**config.mk**
```make
export PLATFORM = sky130hd
export DESIGN_NAME = wb_retire_buf_flat
export DESIGN_NICKNAME = d
export VERILOG_FILES = /design/src/rtl/wb_retire_buf_if.sv /design/src/rtl/wb_retire_buf.sv /design/src/flat_wrapper.sv
export SDC_FILE = /design/constraint.sdc
export NUM_CORES = 1
export LEC_CHECK = 0
export ABC_AREA = 1
export CORE_ASPECT_RATIO = 2
export CORE_UTILIZATION = 51
export DETAILED_ROUTE_END_ITERATION = 8
export GPL_TIMING_DRIVEN = 1
export PLACE_DENSITY = 0.85
export RECOVER_POWER = 100
export SLEW_MARGIN = 10
export SYNTH_ARGS = -nofsm -noshare
export SYNTH_HDL_FRONTEND = slang
export SYNTH_SLANG_ARGS = --single-unit
```
**constraint.sdc**
```tcl
create_clock -name clk -period 15.2 [get_ports clk]
set_input_delay 2.28 -clock clk [delete_from_list [all_inputs] [get_ports clk]]
set_output_delay 2.28 -clock clk [all_outputs]
set_load 0.01 [all_outputs]
```
**src/rtl/wb_retire_buf_if.sv**
```systemverilog
// wb_retire_buf_if: upstream entry, register-file write and commit/flush signals of the retire buffer.
interface wb_retire_buf_if #(
    parameter int XLEN   = 32,
    parameter int EXC_N  = 14,
    parameter int REG_AW = 5
);
    localparam int EW = $clog2(EXC_N);
    logic              in_valid;
    logic              in_ready;
    logic              in_we;
    logic [REG_AW-1:0] in_waddr;
    logic [XLEN-1:0]   in_wdata;
    logic [XLEN-1:0]   in_pc;
    logic [EXC_N-1:0]  in_exc;
    logic              in_ertn;
    logic              in_refetch;
    logic              rf_ready;
    logic              rf_we;
    logic [REG_AW-1:0] rf_waddr;
    logic [XLEN-1:0]   rf_wdata;
    logic              commit_valid;
    logic [XLEN-1:0]   commit_pc;
    logic              flush;
    logic              flush_excep;
    logic              flush_ertn;
    logic              flush_refetch;
    logic [EW-1:0]     exc_idx;
    logic [XLEN-1:0]   flush_pc;

    modport slave (
        input  in_valid, in_we, in_waddr, in_wdata, in_pc, in_exc, in_ertn, in_refetch, rf_ready,
        output in_ready, rf_we, rf_waddr, rf_wdata, commit_valid, commit_pc,
               flush, flush_excep, flush_ertn, flush_refetch, exc_idx, flush_pc
    );
    modport master (
        output in_valid, in_we, in_waddr, in_wdata, in_pc, in_exc, in_ertn, in_refetch, rf_ready,
        input  in_ready, rf_we, rf_waddr, rf_wdata, commit_valid, commit_pc,
               flush, flush_excep, flush_ertn, flush_refetch, exc_idx, flush_pc
    );
endinterface

```
**src/rtl/wb_retire_buf.sv**
```systemverilog
// wb_retire_buf: circular write-back buffer that retires entries in order and flushes on exceptional heads.
module wb_retire_buf #(
    parameter int XLEN   = 32,
    parameter int DEPTH  = 2,
    parameter int EXC_N  = 14,
    parameter int REG_AW = 5
) (
    input logic clk,
    input logic resetn,
    wb_retire_buf_if.slave bus
);
    localparam int PW = $clog2(DEPTH);
    localparam int EW = $clog2(EXC_N);

    logic              r_we      [DEPTH];
    logic [REG_AW-1:0] r_waddr   [DEPTH];
    logic [XLEN-1:0]   r_wdata   [DEPTH];
    logic [XLEN-1:0]   r_pc      [DEPTH];
    logic [EXC_N-1:0]  r_exc     [DEPTH];
    logic              r_ertn    [DEPTH];
    logic              r_refetch [DEPTH];
    logic [PW-1:0]     r_head;
    logic [PW-1:0]     r_tail;
    logic [PW:0]       r_count;

    logic              w_nonempty;
    logic [EXC_N-1:0]  w_head_exc;
    logic              w_exc_any;
    logic              w_exceptional;
    logic              w_flush;
    logic              w_retire;
    logic              w_push;
    logic [EW-1:0]     w_exc_idx;

    assign w_nonempty    = r_count != '0;
    assign w_head_exc    = r_exc[r_head];
    assign w_exc_any     = |w_head_exc;
    assign w_exceptional = w_exc_any | r_ertn[r_head] | r_refetch[r_head];
    assign w_flush       = w_nonempty & w_exceptional;
    assign w_retire      = w_nonempty & (w_exceptional | ~r_we[r_head] | bus.rf_ready);
    assign w_push        = bus.in_valid & bus.in_ready;

    // Scanning from the top lets the lowest set bit (highest priority) win.
    always_comb begin
        w_exc_idx = '0;
        for (int i = EXC_N - 1; i >= 0; i--)
            if (w_head_exc[i]) w_exc_idx = EW'(i);
    end

    assign bus.in_ready      = (r_count < (PW+1)'(DEPTH)) & ~w_flush;
    assign bus.rf_we         = w_retire & ~w_exceptional & r_we[r_head];
    assign bus.rf_waddr      = r_waddr[r_head];
    assign bus.rf_wdata      = r_wdata[r_head];
    assign bus.commit_valid  = w_retire;
    assign bus.commit_pc     = r_pc[r_head];
    assign bus.flush         = w_flush;
    assign bus.flush_excep   = w_flush & w_exc_any;
    assign bus.flush_ertn    = w_flush & ~w_exc_any & r_ertn[r_head];
    assign bus.flush_refetch = w_flush & ~w_exc_any & ~r_ertn[r_head] & r_refetch[r_head];
    assign bus.exc_idx       = w_nonempty ? w_exc_idx : '0;
    assign bus.flush_pc      = r_pc[r_head];

    // Payload storage is deliberately left out of reset.
    always_ff @(posedge clk) begin
        if (w_push) begin
            r_we[r_tail]      <= bus.in_we;
            r_waddr[r_tail]   <= bus.in_waddr;
            r_wdata[r_tail]   <= bus.in_wdata;
            r_pc[r_tail]      <= bus.in_pc;
            r_exc[r_tail]     <= bus.in_exc;
            r_ertn[r_tail]    <= bus.in_ertn;
            r_refetch[r_tail] <= bus.in_refetch;
        end
    end

    always_ff @(posedge clk) begin
        if (!resetn) begin
            r_head  <= '0;
            r_tail  <= '0;
            r_count <= '0;
        end else if (w_flush) begin
            r_head  <= r_tail;
            r_count <= '0;
        end else begin
            if (w_push) r_tail <= r_tail + 1'b1;
            if (w_retire) r_head <= r_head + 1'b1;
            r_count <= r_count + (PW+1)'(w_push) - (PW+1)'(w_retire);
        end
    end
endmodule

```
**src/flat_wrapper.sv**
```systemverilog
// flat-port wrapper written by rule: the top's interface ports become plain ports
module wb_retire_buf_flat 
#(
    parameter int XLEN   = 32,
    parameter int DEPTH  = 2,
    parameter int EXC_N  = 14,
    parameter int REG_AW = 5
)
  (clk, resetn, bus_in_valid, bus_in_we, bus_in_waddr, bus_in_wdata, bus_in_pc, bus_in_exc, bus_in_ertn, bus_in_refetch, bus_rf_ready, bus_in_ready, bus_rf_we, bus_rf_waddr, bus_rf_wdata, bus_commit_valid, bus_commit_pc, bus_flush, bus_flush_excep, bus_flush_ertn, bus_flush_refetch, bus_exc_idx, bus_flush_pc);
  wb_retire_buf_if #(.XLEN(XLEN), .EXC_N(EXC_N), .REG_AW(REG_AW)) bus_i ();
  input logic clk;
  input logic resetn;
  input wire logic [$bits(bus_i.in_valid)-1:0] bus_in_valid;
  input wire logic [$bits(bus_i.in_we)-1:0] bus_in_we;
  input wire logic [$bits(bus_i.in_waddr)-1:0] bus_in_waddr;
  input wire logic [$bits(bus_i.in_wdata)-1:0] bus_in_wdata;
  input wire logic [$bits(bus_i.in_pc)-1:0] bus_in_pc;
  input wire logic [$bits(bus_i.in_exc)-1:0] bus_in_exc;
  input wire logic [$bits(bus_i.in_ertn)-1:0] bus_in_ertn;
  input wire logic [$bits(bus_i.in_refetch)-1:0] bus_in_refetch;
  input wire logic [$bits(bus_i.rf_ready)-1:0] bus_rf_ready;
  output wire logic [$bits(bus_i.in_ready)-1:0] bus_in_ready;
  output wire logic [$bits(bus_i.rf_we)-1:0] bus_rf_we;
  output wire logic [$bits(bus_i.rf_waddr)-1:0] bus_rf_waddr;
  output wire logic [$bits(bus_i.rf_wdata)-1:0] bus_rf_wdata;
  output wire logic [$bits(bus_i.commit_valid)-1:0] bus_commit_valid;
  output wire logic [$bits(bus_i.commit_pc)-1:0] bus_commit_pc;
  output wire logic [$bits(bus_i.flush)-1:0] bus_flush;
  output wire logic [$bits(bus_i.flush_excep)-1:0] bus_flush_excep;
  output wire logic [$bits(bus_i.flush_ertn)-1:0] bus_flush_ertn;
  output wire logic [$bits(bus_i.flush_refetch)-1:0] bus_flush_refetch;
  output wire logic [$bits(bus_i.exc_idx)-1:0] bus_exc_idx;
  output wire logic [$bits(bus_i.flush_pc)-1:0] bus_flush_pc;
  assign bus_i.in_valid = bus_in_valid;
  assign bus_i.in_we = bus_in_we;
  assign bus_i.in_waddr = bus_in_waddr;
  assign bus_i.in_wdata = bus_in_wdata;
  assign bus_i.in_pc = bus_in_pc;
  assign bus_i.in_exc = bus_in_exc;
  assign bus_i.in_ertn = bus_in_ertn;
  assign bus_i.in_refetch = bus_in_refetch;
  assign bus_i.rf_ready = bus_rf_ready;
  assign bus_in_ready = bus_i.in_ready;
  assign bus_rf_we = bus_i.rf_we;
  assign bus_rf_waddr = bus_i.rf_waddr;
  assign bus_rf_wdata = bus_i.rf_wdata;
  assign bus_commit_valid = bus_i.commit_valid;
  assign bus_commit_pc = bus_i.commit_pc;
  assign bus_flush = bus_i.flush;
  assign bus_flush_excep = bus_i.flush_excep;
  assign bus_flush_ertn = bus_i.flush_ertn;
  assign bus_flush_refetch = bus_i.flush_refetch;
  assign bus_exc_idx = bus_i.exc_idx;
  assign bus_flush_pc = bus_i.flush_pc;
  wb_retire_buf #(.XLEN(XLEN), .DEPTH(DEPTH), .EXC_N(EXC_N), .REG_AW(REG_AW)) u_core (.clk(clk), .resetn(resetn), .bus(bus_i));
endmodule
```
==> results.ini <==
[worst_setup_path]
crit_required_ns = 15.24
reg2reg_to = u_core.r_exc[1][9]$_DFFE_PP_
crit_fanout = 88
rrSetupSlack_ns = 6.53
critPathKind = flip-flop to flip-flop
worstSetupEndpointType = flip-flop
startpoint_type = flip-flop
arrival_ns = 8.72
reg2reg_depth = 11

[die]
start_util_pct = 52.7
dieWidth_um = 85.6
ios = 202
dieArea_um2 = 14500
core_area_um2 = 13500
std_cell_rows = 60
dieHeight_um = 169

[yosys]
synth_top_cell_by_area = edfxtp_1
syn-cell-area_um2 = 7130
synth_seq_cells = 177
synth_cell_types = 30
syn_inst = 579
synth_area_leaders = edfxtp_1, nand2_1, buf_4, inv_1, dfxtp_1
syn_nets = 671
yosysWarnings = 0
ys_seq_area_share_pct = 73.9
synth_top_cell_area_share_pct = 72.5
avgSynthCellArea_um2 = 12.3

[clocking]
cts_hold_buf = 0
cts_setup_buffers = 0
clock-sinks = 177
cts_max_level = 4
cts_tree = done
cts_buffer_depth = 2
cts_buffers = 17
post_cts_resized = 0
root_buffer = clkbuf_16
clk_latency_ns = 0.42
path_clk_slew_ns = 0.07

[hold_path]
min_to = u_core.r_head$_SDFFE_PN0P_
hold_depth = 2
worstHoldPathType = flip-flop to flip-flop
hp-start = u_core.r_head$_SDFFE_PN0P_

[pwr]
vdd_drop_max_mv = 0.107
leakage_nw = 3.83
switchingPower_w = 0.000557
comb_power_share_pct = 33.8
p_int_w = 0.00113
p_total_w = 0.00169
p_per_area_nw_per_um2 = 178
pwr-share-clk_pct = 23.9
pwr-share-seq_pct = 42.3
p_sw_share_pct = 33.0

[timing]
maxSlewViolCount = 163
final.setup.tns_ns = 0
fmax_mhz = 115
slew_headroom_pct = -114
worst_pin_slew_ns = 3.20
period_share_pct = 57.1
fin_hold_ws_ns = 0.498
setup_ws_ns = 6.53
rsz0062_at_grt = false
final-setup-viol-count = 0
finalHoldViolations = 0
fin_crit_ns = 8.67
finClkSkew_ns = 0.0129

[job]
maxCapViolCount = 3

[drt]
ant_nets = 0
drc = 0
drt_wl_total_mm = 15.2
drt_iter0_drc = 214
avgRoutedWirePerCell_um = 16.5
dr.pass1.iters = 4
via_per_inst = 4.97
vias = 4592

[grt]
overflow = 0
grt_usage_pct = 21.5
grt_antenna_before_repair = 6
grt_pass1_vias = 4858
grt_pass1_wl_mm = 23.1
grt_max_degree = 89

[final_layout]
seq_area_um2 = 5270
multi_input_area_um2 = 1340
drive_gt1_share_pct = 6.03
nNetsFinal = 842
syn_to_final_growth_pct = 33.5
fillers = 906

[place]
hpwl_mm = 10.3
port_buffers = 201
place_ws_ns = 9.40
gp_congestion = 0.793

[outcome]
status = finished with violations
violations = max-capacitance violations, max-slew violations

## how the worst max path moves through the flow
| stage | slack [ns] | startpoint | depth (start not counted) | endpoint |
|---|---|---|---|---|
| after floorplan | 8.71 | bus_in_valid | 2 | u_core.r_ertn[0]$_DFFE_PP_ |
| after global placement | 9.42 | bus_rf_ready | 4 | bus_rf_we |
| after detailed placement | 9.40 | bus_rf_ready | 4 | bus_commit_valid |
| after CTS | 9.24 | flip-flop | 11 | bus_in_ready |
| after global routing | 5.54 | flip-flop | 11 | u_core.r_exc[0][13]$_DFFE_PP_ |
| final | 6.53 | flip-flop | 11 | u_core.r_exc[1][9]$_DFFE_PP_ |
## final cells by class
cell class	instances	share of cell area (%)
Clock inverter	14	1.25
Multi-Input combinational cell	319	14.1
Clock buffer	18	4.51
Antenna cell	6	0.158
Timing Repair Buffer	203	21.3
Tap cell	155	2.04
Inverter	32	1.29
Sequential cell	177	55.3
## cells in the mapped netlist, drive strengths merged
| library cell | instances |
|---|---|
| ha | 2 |
| inv | 32 |
| a21oi | 2 |
| dfxtp | 5 |
| and3 | 1 |
| edfxtp | 172 |
| xnor2 | 1 |
| nand2 | 276 |
| nor3 | 3 |
| nand4 | 1 |
| clkbuf | 14 |
| o21ai | 3 |
| o2111a | 1 |
| buf | 37 |
| nand3 | 4 |
| xor2 | 1 |
| nor2 | 21 |
| nor3b | 1 |
| mux2i | 2 |
## power by group through the flow
stage | logic, W | registers, W | clock network, W
6_report | 0.000571 | 0.000715 | 0.000404
5_1_grt | 0.000624 | 0.000727 | 0.000426
4_1_cts | 0.000637 | 0.000714 | 0.000407
3_5_place_dp | 0.000633 | 0.000724 | 0
3_3_place_gp | 0.000617 | 0.000716 | 0
2_1_floorplan | 0.000361 | 0.000703 | 0
## registers in the layout (all words and copies together), names as in the netlist, named ones only
register and cells:
u_core.r_refetch 2, u_core.r_ertn 2, u_core.r_exc 28, u_core.r_wdata 64, u_core.r_tail 1, u_core.r_head 1, u_core.r_pc 64, u_core.r_we 2
u_core.r_count 2, u_core.r_waddr 10
## cells in the final DEF, fill, tap and decap left out, types with 2 or more instances in the layout
master / instances
buf_4: 2
nand3_1: 2
dfxtp_1: 5
clkinvlp_4: 2
nand2_2: 4
diode_2: 6
inv_1: 31
a21oi_1: 2
nor2_4: 4
o21ai_0: 2
clkbuf_16: 17
mux2i_1: 2
inv_6: 6
nand2_1: 271
ha_1: 2
dlygate4sd3_1: 197
clkdlybuf4s50_1: 4
inv_8: 3
nor3_1: 3
nor2_1: 16
edfxtp_1: 172
## kinds of logic after synthesis
family,share of synthesized area [%]
buffers and inverters,6.57
adders and majority gates,0.351
DFF,73.9
muxes,0.281
and+or+nand+nor,18.0
xor gates and xnor gates,0.246
AOI/OAI and AO/OA,0.667
## per-stage QoR
stage | util (%) | std cells | cell area (um2)
after detailed placement | 66.8 | 886 | 9020
after floorplan | - | 579 | 7130
after global routing | 70.4 | 924 | 9510
after global placement | 66.8 | 886 | 9020
final | 70.4 | 924 | 9510
after CTS | 70.8 | 918 | 9570
## per-layer routing
| metal | wire length [um] | track usage [%] |
|---|---|---|
| met3 | 765 | 4.18 |
| met2 | 8580 | 39.3 |
| met4 | 729 | 15.3 |
| met5 | 0 | 0 |
| met1 | 5170 | 21.0 |
## worst max-delay path, stage by stage, from the launching register on
cell	delay [ns]
dfxtp_1	2.47
inv_4	1.09
nand2_1	0.25
nand2_1	0.09
a21oi_1	0.25
nand3_4	0.10
nor2_1	0.35
nand3_2	0.12
nand2_1	0.17
nand3_1	0.19
nor2_1	2.20
buf_4	0.83
Power figures use the tool's default switching activity.
